`src/rtl/ascon_pkg.sv`:
```
// Ascon-Hash256 sequencer constants and state encoding.
// Shared by the controller, its padding helper and the stream interface users.
package ascon_pkg;

  localparam logic [63:0] ASCON_HASH256_IV = 64'h0000080100CC0002;
  localparam int ASCON_PA_ROUNDS = 12;
  localparam int RATE_BYTES = 8;

  typedef enum logic [2:0] {
    IDLE,
    INIT,
    PERM,
    ABSORB,
    PAD,
    SQUEEZE
  } hash_state_t;

endpackage

```
`src/rtl/ascon_hash_ctrl_if.sv`:
```
// Message-in and digest-out valid/ready streams of the hash sequencer.
// master = host side, slave = ascon_hash_ctrl.
interface ascon_hash_ctrl_if;

  logic        in_valid;
  logic        in_ready;
  logic [63:0] in_data;
  logic [3:0]  in_bytes;
  logic        in_last;

  logic        out_valid;
  logic        out_ready;
  logic [63:0] out_data;
  logic        out_last;

  modport master (
    output in_valid, in_data, in_bytes, in_last,
    output out_ready,
    input  in_ready,
    input  out_valid, out_data, out_last
  );

  modport slave (
    input  in_valid, in_data, in_bytes, in_last,
    input  out_ready,
    output in_ready,
    output out_valid, out_data, out_last
  );

endinterface

```
`src/rtl/ascon_pad64.sv`:
```
// Keeps bytes below n, inserts 8'h01 at byte n and zeroes the rest.
// n >= 8 passes the word through unchanged.
module ascon_pad64
  import ascon_pkg::*;
(
  input  logic [63:0] i_data,
  input  logic [3:0]  i_n,
  output logic [63:0] o_data
);

  always_comb begin
    o_data = '0;
    for (int k = 0; k < RATE_BYTES; k++) begin
      if (k < int'(i_n))
        o_data[8*k +: 8] = i_data[8*k +: 8];
      else if (k == int'(i_n))
        o_data[8*k +: 8] = 8'h01;
    end
  end

endmodule

```
`src/rtl/ascon_hash_ctrl.sv`:
```
// Ascon-Hash256 sequencer: drives asconp load/round controls,
// absorbs a 64-bit LE message stream and squeezes a 256-bit digest.
module ascon_hash_ctrl
  import ascon_pkg::*;
(
  input  logic        clk,
  input  logic        rst_n,
  input  logic        start,
  output logic        busy,
  output logic        done,
  ascon_hash_ctrl_if.slave bus,
  output logic        load_val,
  output logic [63:0] S_0_load_val,
  output logic [63:0] S_1_load_val,
  output logic [63:0] S_2_load_val,
  output logic [63:0] S_3_load_val,
  output logic [63:0] S_4_load_val,
  output logic [3:0]  num_rounds,
  output logic        rounds_enable,
  output logic [3:0]  round_ctr,
  input  logic [63:0] S_0_reg,
  input  logic [63:0] S_1_reg,
  input  logic [63:0] S_2_reg,
  input  logic [63:0] S_3_reg,
  input  logic [63:0] S_4_reg
);

  localparam logic [3:0] LAST_RND = 4'(ASCON_PA_ROUNDS - 1);
  localparam logic [3:0] FULL_N   = 4'(RATE_BYTES);

  hash_state_t r_state;
  hash_state_t r_ret;
  logic [3:0]  r_round_ctr;
  logic [1:0]  r_word_cnt;
  logic        r_done;

  logic [3:0]  w_n;
  logic [63:0] w_pad;
  logic [63:0] w_blk;
  logic        w_full;
  logic        w_in_hs;

  // in_bytes 9..15 behaves as a full word
  assign w_n     = (bus.in_bytes > FULL_N) ? FULL_N : bus.in_bytes;
  assign w_full  = (w_n == FULL_N);
  assign w_blk   = bus.in_last ? w_pad : bus.in_data;
  assign w_in_hs = (r_state == ABSORB) && bus.in_valid;

  ascon_pad64 u_pad (
    .i_data (bus.in_data),
    .i_n    (w_n),
    .o_data (w_pad)
  );

  assign busy          = (r_state != IDLE);
  assign bus.in_ready  = (r_state == ABSORB);
  assign bus.out_valid = (r_state == SQUEEZE);
  assign bus.out_data  = bus.out_valid ? S_0_reg : '0;
  assign bus.out_last  = bus.out_valid && (r_word_cnt == 2'd3);
  assign rounds_enable = (r_state == PERM);
  assign round_ctr     = r_round_ctr;
  assign num_rounds    = 4'(ASCON_PA_ROUNDS);
  assign done          = r_done;

  always_comb begin
    load_val     = 1'b0;
    S_0_load_val = S_0_reg;
    S_1_load_val = S_1_reg;
    S_2_load_val = S_2_reg;
    S_3_load_val = S_3_reg;
    S_4_load_val = S_4_reg;
    unique case (1'b1)
      (r_state == INIT): begin
        load_val     = 1'b1;
        S_0_load_val = ASCON_HASH256_IV;
        S_1_load_val = '0;
        S_2_load_val = '0;
        S_3_load_val = '0;
        S_4_load_val = '0;
      end
      w_in_hs: begin
        load_val     = 1'b1;
        S_0_load_val = S_0_reg ^ w_blk;
      end
      (r_state == PAD): begin
        load_val     = 1'b1;
        S_0_load_val = S_0_reg ^ 64'h1;
      end
      default: ;
    endcase
  end

  always_ff @(posedge clk or negedge rst_n) begin
    if (!rst_n) begin
      r_state     <= IDLE;
      r_ret       <= ABSORB;
      r_round_ctr <= '0;
      r_word_cnt  <= '0;
      r_done      <= 1'b0;
    end else begin
      r_done <= 1'b0;
      unique case (r_state)
        IDLE:
          if (start) r_state <= INIT;
        INIT: begin
          r_ret   <= ABSORB;
          r_state <= PERM;
        end
        PERM:
          if (r_round_ctr == LAST_RND) begin
            r_round_ctr <= '0;
            r_state     <= r_ret;
          end else begin
            r_round_ctr <= r_round_ctr + 4'd1;
          end
        ABSORB:
          if (bus.in_valid) begin
            r_state <= PERM;
            r_ret   <= !bus.in_last ? ABSORB :
                       w_full       ? PAD    : SQUEEZE;
          end
        PAD: begin
          r_ret   <= SQUEEZE;
          r_state <= PERM;
        end
        SQUEEZE:
          if (bus.out_ready) begin
            if (r_word_cnt == 2'd3) begin
              r_done     <= 1'b1;
              r_word_cnt <= '0;
              r_state    <= IDLE;
            end else begin
              r_word_cnt <= r_word_cnt + 2'd1;
              r_ret      <= SQUEEZE;
              r_state    <= PERM;
            end
          end
        default: r_state <= IDLE;
      endcase
    end
  end

endmodule

```
`src/flat_wrapper.sv`:
```
// flat-port wrapper written by rule: the top's interface ports become plain ports
module ascon_hash_ctrl_flat import ascon_pkg::*;
  (clk, rst_n, start, busy, done, load_val, S_0_load_val, S_1_load_val, S_2_load_val, S_3_load_val, S_4_load_val, num_rounds, rounds_enable, round_ctr, S_0_reg, S_1_reg, S_2_reg, S_3_reg, S_4_reg, bus_in_valid, bus_in_data, bus_in_bytes, bus_in_last, bus_out_ready, bus_in_ready, bus_out_valid, bus_out_data, bus_out_last);
  ascon_hash_ctrl_if bus_i ();
  input  logic clk;
  input  logic rst_n;
  input  logic start;
  output logic busy;
  output logic done;
  output logic load_val;
  output logic [63:0] S_0_load_val;
  output logic [63:0] S_1_load_val;
  output logic [63:0] S_2_load_val;
  output logic [63:0] S_3_load_val;
  output logic [63:0] S_4_load_val;
  output logic [3:0] num_rounds;
  output logic rounds_enable;
  output logic [3:0] round_ctr;
  input  logic [63:0] S_0_reg;
  input  logic [63:0] S_1_reg;
  input  logic [63:0] S_2_reg;
  input  logic [63:0] S_3_reg;
  input  logic [63:0] S_4_reg;
  input wire logic [$bits(bus_i.in_valid)-1:0] bus_in_valid;
  input wire logic [$bits(bus_i.in_data)-1:0] bus_in_data;
  input wire logic [$bits(bus_i.in_bytes)-1:0] bus_in_bytes;
  input wire logic [$bits(bus_i.in_last)-1:0] bus_in_last;
  input wire logic [$bits(bus_i.out_ready)-1:0] bus_out_ready;
  output wire logic [$bits(bus_i.in_ready)-1:0] bus_in_ready;
  output wire logic [$bits(bus_i.out_valid)-1:0] bus_out_valid;
  output wire logic [$bits(bus_i.out_data)-1:0] bus_out_data;
  output wire logic [$bits(bus_i.out_last)-1:0] bus_out_last;
  assign bus_i.in_valid = bus_in_valid;
  assign bus_i.in_data = bus_in_data;
  assign bus_i.in_bytes = bus_in_bytes;
  assign bus_i.in_last = bus_in_last;
  assign bus_i.out_ready = bus_out_ready;
  assign bus_in_ready = bus_i.in_ready;
  assign bus_out_valid = bus_i.out_valid;
  assign bus_out_data = bus_i.out_data;
  assign bus_out_last = bus_i.out_last;
  ascon_hash_ctrl u_core (.clk(clk), .rst_n(rst_n), .start(start), .busy(busy), .done(done), .bus(bus_i), .load_val(load_val), .S_0_load_val(S_0_load_val), .S_1_load_val(S_1_load_val), .S_2_load_val(S_2_load_val), .S_3_load_val(S_3_load_val), .S_4_load_val(S_4_load_val), .num_rounds(num_rounds), .rounds_enable(rounds_enable), .round_ctr(round_ctr), .S_0_reg(S_0_reg), .S_1_reg(S_1_reg), .S_2_reg(S_2_reg), .S_3_reg(S_3_reg), .S_4_reg(S_4_reg));
endmodule
```
`config.mk`:
```
export PLATFORM = sky130hd
export DESIGN_NAME = ascon_hash_ctrl_flat
export DESIGN_NICKNAME = d
export VERILOG_FILES = /design/src/rtl/ascon_pkg.sv /design/src/rtl/ascon_hash_ctrl_if.sv /design/src/rtl/ascon_pad64.sv /design/src/rtl/ascon_hash_ctrl.sv /design/src/flat_wrapper.sv
export SDC_FILE = /design/constraint.sdc
export NUM_CORES = 1
export LEC_CHECK = 0
export BUFFER_PORTS_ARGS = -buffer_cell sky130_fd_sc_hd__clkbuf_2
export CAP_MARGIN = 15
export CORE_AREA = 2 2 310 312
export DETAILED_ROUTE_END_ITERATION = 16
export DIE_AREA = 0 0 312 314
export GPL_ROUTABILITY_DRIVEN = 0
export SYNTH_ARGS = -nofsm -noshare
export SYNTH_HDL_FRONTEND = slang
export SYNTH_HIERARCHICAL = 1
export SYNTH_SLANG_ARGS = --single-unit
```
`constraint.sdc`:
```
create_clock -name clk -period 4.7 [get_ports clk]
set_input_delay 0.705 -clock clk [delete_from_list [all_inputs] [get_ports clk]]
set_output_delay 0.705 -clock clk [all_outputs]
set_load 0.01 [all_outputs]
```
**Yosys cells after proc, flatten, opt, wreduce, memory -nomap -nowiden**

Index checks and enable logic that the tools add are counted.

- Register bits after elaboration: 13
- Bits of input ports: 394
- Output and inout port bits: 399
- Word-level logic and storage cells: 91

- Reduce and logical (&&, ||, !) cells: 11
- Bitwise logic cells: 2
- Multiplexer cells: 42
- Eq/ne operators: 20
- $lt $le $gt $ge: 9
- Add/subtract/negate cells: 2

Operator list:

| cell | count |
|---|---|
| $mux W64 | 6 |
| $pmux W64 S3 | 1 |
| $mux W8 | 8 |
| $xor A64 B64 Y64 | 1 |
| $mux W3 | 8 |
| $eq A4 B4 Y1 const A | 4 |
| $lt A3 B4 Y1 const A | 4 |
| $pmux W3 S5 | 1 |
| $mux W1 | 13 |
| $pmux W3 S4 | 1 |
| $eq A3 B4 Y1 const A | 2 |
| $eq A4 B4 Y1 const B | 2 |
| $lt A1 B4 Y1 const A | 2 |
| $lt A2 B4 Y1 const A | 2 |
| $mux W4 | 2 |
| $ne A2 B2 Y1 const B | 4 |
| $reduce_and A4 Y1 | 2 |
| $eq A3 B2 Y1 const B | 2 |
| $eq A3 B3 Y1 const B | 2 |
| $add A4 B1 Y4 const B | 1 |
| $eq A2 B4 Y1 const A | 1 |
| $gt A4 B4 Y1 const B | 1 |
| $logic_not A4 Y1 | 1 |
| $mux W2 | 2 |
| other kinds (12) | 13 |

**Logic depth before layout (Yosys ltp)**

- Depth in word-level cells: 8
- Depth in mapped cells: 8
- Mapped depth without buffers: 6

**Modules after synthesis**

Netlist, hierarchy kept.

By module, submodules not included:

| module | seq. area each (µm²) | instances | area each (µm²) | cells an instance |
|---|---|---|---|---|
| ascon_hash_ctrl | 327.8 | 1 | 5511.5 | 741 |
| ascon_pad64 | 0.0 | 1 | 579.3 | 88 |

**Least setup slack after synthesis**

No wires, ideal clock.

- Path type: in2out
- From: input port bus_in_bytes[2]
- To: output port S_0_load_val[8]
- Setup slack: 1.791 ns
- Data required time: 3.995 ns
- Data arrival time: 2.204 ns
- Path buffers: 0
- Stages on the path: 6
- Cell sequence: nor2b_1 nor3_2 mux2_2 mux2_2 mux2i_1 o2bb2ai_1

- Longest elaborated chain between the ends: 8
- Elaborated cells between the ends (all ways): 9
- Those cells by class: 2 x order compare; 1 x eq/ne; 5 x mux; 1 x bitwise

Ends and longest elaborated chain:

| element | line | RTL |
|---|---|---|
| start: declaration | flat_wrapper.sv:26 | `input wire logic [$bits(bus_i.in_bytes)-1:0] bus_in_bytes;` |
| $gt A4 B4 Y1 | ascon_hash_ctrl.sv:44 | `assign w_n = (bus.in_bytes > FULL_N) ? FULL_N : bus.in_bytes;` |
| $mux W4 (*) | ascon_hash_ctrl.sv:44 |  |
| parallel branches: the longest is 2 deep, another holds $lt A1 B4 Y1 | - |  |
| $mux W8 (*) | ascon_pad64.sv:14 | `if (k < int'(i_n))` |
| named net u_core.w_pad[8] | ascon_hash_ctrl.sv:38 | `logic [63:0] w_pad;` |
| $mux W64 (*) | ascon_hash_ctrl.sv:46 | `assign w_blk = bus.in_last ? w_pad : bus.in_data;` |
| $xor A64 B64 Y64 (*) | ascon_hash_ctrl.sv:83 | `S_0_load_val = S_0_reg ^ w_blk;` |
| $pmux W64 S3 (*) | ascon_hash_ctrl.sv:72 | `unique case (1'b1)` |
| end: declaration | flat_wrapper.sv:11 | `output logic [63:0] S_0_load_val;` |

Mark *: on every way through the listed nets, which the timed path passes.

**Worst setup path after layout**

- From: input port bus_in_bytes[3]
- To: output port S_0_load_val[54]

- Longest elaborated chain between the ends: 7

Ends and longest elaborated chain:

| element | line | RTL |
|---|---|---|
| $gt A4 B4 Y1 | ascon_hash_ctrl.sv:44 |  |
| $mux W4 | ascon_hash_ctrl.sv:44 |  |
| named net u_core.w_n[2] | ascon_hash_ctrl.sv:37 | `logic [3:0] w_n;` |
| $lt A3 B4 Y1 | ascon_pad64.sv:14 |  |
| $mux W8 | ascon_pad64.sv:14 |  |
| named net u_core.w_pad[54] | ascon_hash_ctrl.sv:38 |  |
| $mux W64 | ascon_hash_ctrl.sv:46 |  |
| $xor A64 B64 Y64 | ascon_hash_ctrl.sv:83 |  |
| $pmux W64 S3 | ascon_hash_ctrl.sv:72 |  |

The timed path passes the listed nets, and every way through them passes these cells.

==> run_results.csv <==
group,metric,value,unit
grt,antenna_found_initial,41,
floorplan,die_height,314,um
power,p_int,1700,uW
synth,synth.cell_area,6090,um^2
sta,period_needed,3770,ps
clock_network,cts_buffer_depth,2,
sta,tns,0,ps
sta,tightest_slew,1040,ps
synth,synthSimpleGateAreaFrac,51.5,%
synth,seq_area_frac_synth,5.38,%
synth,synth_mux_area_share,22.3,%
setup_path,crit_type,"in2out",
power,clkPwrFrac,3.8,%
setup_path,worstSetupStartpointType,"input pin",
layout,fin_nets,1959,
routing,wl_per_cell,20.3,um
layout,final_cells,2845,
synth,synth_xor_area_share,0,%
setup_path,critical_path_required,3990,ps
sta,fmax,0.266,GHz
clock_network,clk_latency,240,ps
layout,fill_cells,11100,
power,switching_power,2420,uW
floorplan,rows,113,
clock_network,numCtsBuffers,3,
routing,finalWirelength,57.9,mm
placement,place_inst,2823,
power,power.total,4120,uW
grt,use_met1,13.3,%
clock_network,clk_pin_slew,40,ps
power,peakVddDrop,0.224,mV
routing,viasPerCell,3.26,
synth,synth-main-ff-cell,"dfrtp_1",
synth,yosysWarnings,6,
floorplan,io_pins,793,
floorplan,die_w,312,um
routing,drc,0,
grt,grt_first_pass_wirelength,73.3,mm
placement,numPortBuffers,788,
floorplan,die_area,98000,um^2
worst_hold_path,min-delay-path-class,"in2async",
layout,area_growth,90.0,%
routing,detail_route.iter0.violations,515,
power,leakagePower,0.00558,uW
synth,synth_top_cell_by_area,"nor2b_1",
clock_network,cts.sink_count,13,
sta,hold_violations,0,
clock_network,cts_tree,"built",
sta,setup_viol,0,
setup_path,arrival,3060,ps
setup_path,cp-end-kind,"output pin",
grt,busiest_layer,"met2",
synth,async_reset_ff_share,100,%
synth,yosysMostFrequentCell,"nor2b_1",
sta,slew_violations,0,
grt,grt.total_usage,10.9,%
run,max_cap_viol_count,0,
routing,antenna_left,0,
setup_path,crit_fanout,14,
grt,grt_remaining_overflow,0,
synth,synth_cell_types,57,
clock_network,htree_num_levels,1,
synth,synth_compound_area_share,13.8,%
run_status,status,"finished, final reports clean",
synth,synthCells,829,
synth,synth_area_leaders,"nor2b_1 (31%), mux2_2 (12%), mux2i_1 (11%), o2bb2ai_1 (8.1%), and2_1 (7.4%)",
sta,finClkSkew,2.43,ps
synth,synth_top_area_share,30.7,%
routing,vias,9278,
grt,use_met3,5.14,%
synth,syn_area_per_cell,7.35,um^2
power,p_sw_share,58.7,%
clock_network,cts_hold_buffers,0,
grt,gr-usage-met2,17.3,%
sta,slew_headroom,29.9,%
synth,ys_seq_elements,13,
grt,grt_max_degree,163,
routing,first_pass_iters,6,
clock_network,root_buffer,"clkbuf_16",
floorplan,core,94400,um^2
synth,ys_top_cells_by_count,"nor2b_1 (299), and2_1 (72), mux2i_1 (65), mux2_2 (63), nand2b_1 (58)",
synth,synth_top_family_by_area,"simple AND/OR/NAND/NOR gates",
placement,hpwl,51.9,mm
floorplan,initial_core_util,6.45,%
power,p_seq_share,6.1,%
power,pwr_density_cell,356,nW/um^2
sta,finalCritPeriodShare,80.1,%
power,p_comb_share,90.0,%
sta,grt_setup_unrepaired,"no",
grt,grt_pass1_vias,8323,
layout,drive_gt1_share,57.2,%
clock_network,cts_resized,0,
synth,synth-edff-count,0,
clock_network,postCtsSetupBuffers,0,
synth,synthAdderAreaFrac,0.411,%
[cell type report]
class	count	area, um^2	share of cell area, %
Multi-Input combinational cell	735	5390	46.6
Timing Repair Buffer	807	4140	35.8
Tap cell	1265	1580	13.7
Sequential cell	13	328	2.83
Clock buffer	4	78.8	0.681
Antenna cell	18	45.0	0.389
Inverter	3	11.3	0.0973
[worst max-delay path: stages]
cell and delay (ps):
clkbuf_2 200, nor2b_2 620, a31oi_2 570, nor2b_1 230, mux2_2 190, nand2b_1 60, o2bb2ai_1 240, clkbuf_2 220
[cell families (layout without fill, tap and decap cells)]
kind of cell / Yosys count / count (layout)
AND/OR/NAND/NOR: 496 / 496
multiplexers: 128 / 128
AO/OA/AOI/OAI: 105 / 105
buffers and inverters: 83 / 814
flip-flops: 13 / 13
adder cells (fa/ha/maj): 2 / 2
other: 2 / 22
[placed cells by master (no fill, tap or decap), drive strengths merged, types with 3 or more instances in the layout]
| cell | instances |
|---|---|
| a21o | 9 |
| nand3b | 8 |
| o21ai | 12 |
| a21oi | 6 |
| and2 | 72 |
| or3 | 9 |
| diode | 18 |
| dfrtp | 11 |
| conb | 4 |
| o2bb2ai | 56 |
| nand3 | 11 |
| mux2i | 65 |
| nor2 | 6 |
| a211oi | 3 |
| buf | 20 |
| a21boi | 8 |
| nor3 | 5 |
| nand2b | 58 |
| nor2b | 299 |
| inv | 3 |
| clkbuf | 791 |
| nand2 | 8 |
| mux2 | 63 |
[sequential cells by signal, indices dropped and copies added, names as in the netlist]
name / cells
u_core/round_ctr: 4
u_core/r_ret: 3
u_core/r_state: 3
u_core/r_word_cnt: 2
u_core/done: 1
[metal layers]
metal  up-vias  part of all wire [%]  routed length, um
met4        24                   2.2               1290
li1       4277                     -                  -
met1      4336                    40              23300
met3        80                    12               7210
met5         -                  0.50                287
met2       561                    45              25800
[through the flow]
stage	hold WS (ps)	utilization (%)	cell area, um^2	setup slack [ps]
after global routing	374	12.2	11600	663
final	349	12.3	11600	935
after CTS	358	12.2	11500	888
after global placement	493	12.1	11400	795
after detailed placement	503	12.1	11400	821
after floorplan	409	-	6100	1790
[path summary, 6_finish.rpt]
path	endpoint	cells after the start	slack (ps)	start
hold / removal	u_core/round_ctr[1]	1	350	rst_n
min in group clk	u_core/r_word_cnt[1]	1	520	u_core/r_word_cnt[1]
hold reg to reg	u_core/r_word_cnt[1]	1	520	u_core/r_word_cnt[1]
max in group asynchronous	u_core/r_ret[0]	1	4060	rst_n
setup / recovery	S_0_load_val[54]	8	930	bus_in_bytes[3]
setup reg to reg	u_core/r_word_cnt[0]	4	2290	u_core/r_state[2]
[power groups by stage]
stage                     Sequential (uW)  Combinational (uW)  Clock [uW]
after detailed placement              252                3740           0
after floorplan                       217                2020           0
final                                 252                3710         157
after global placement                249                3730           0
after global routing                  265                4020         169
after CTS                             251                3760         161
(Power assumes the default switching activity.)
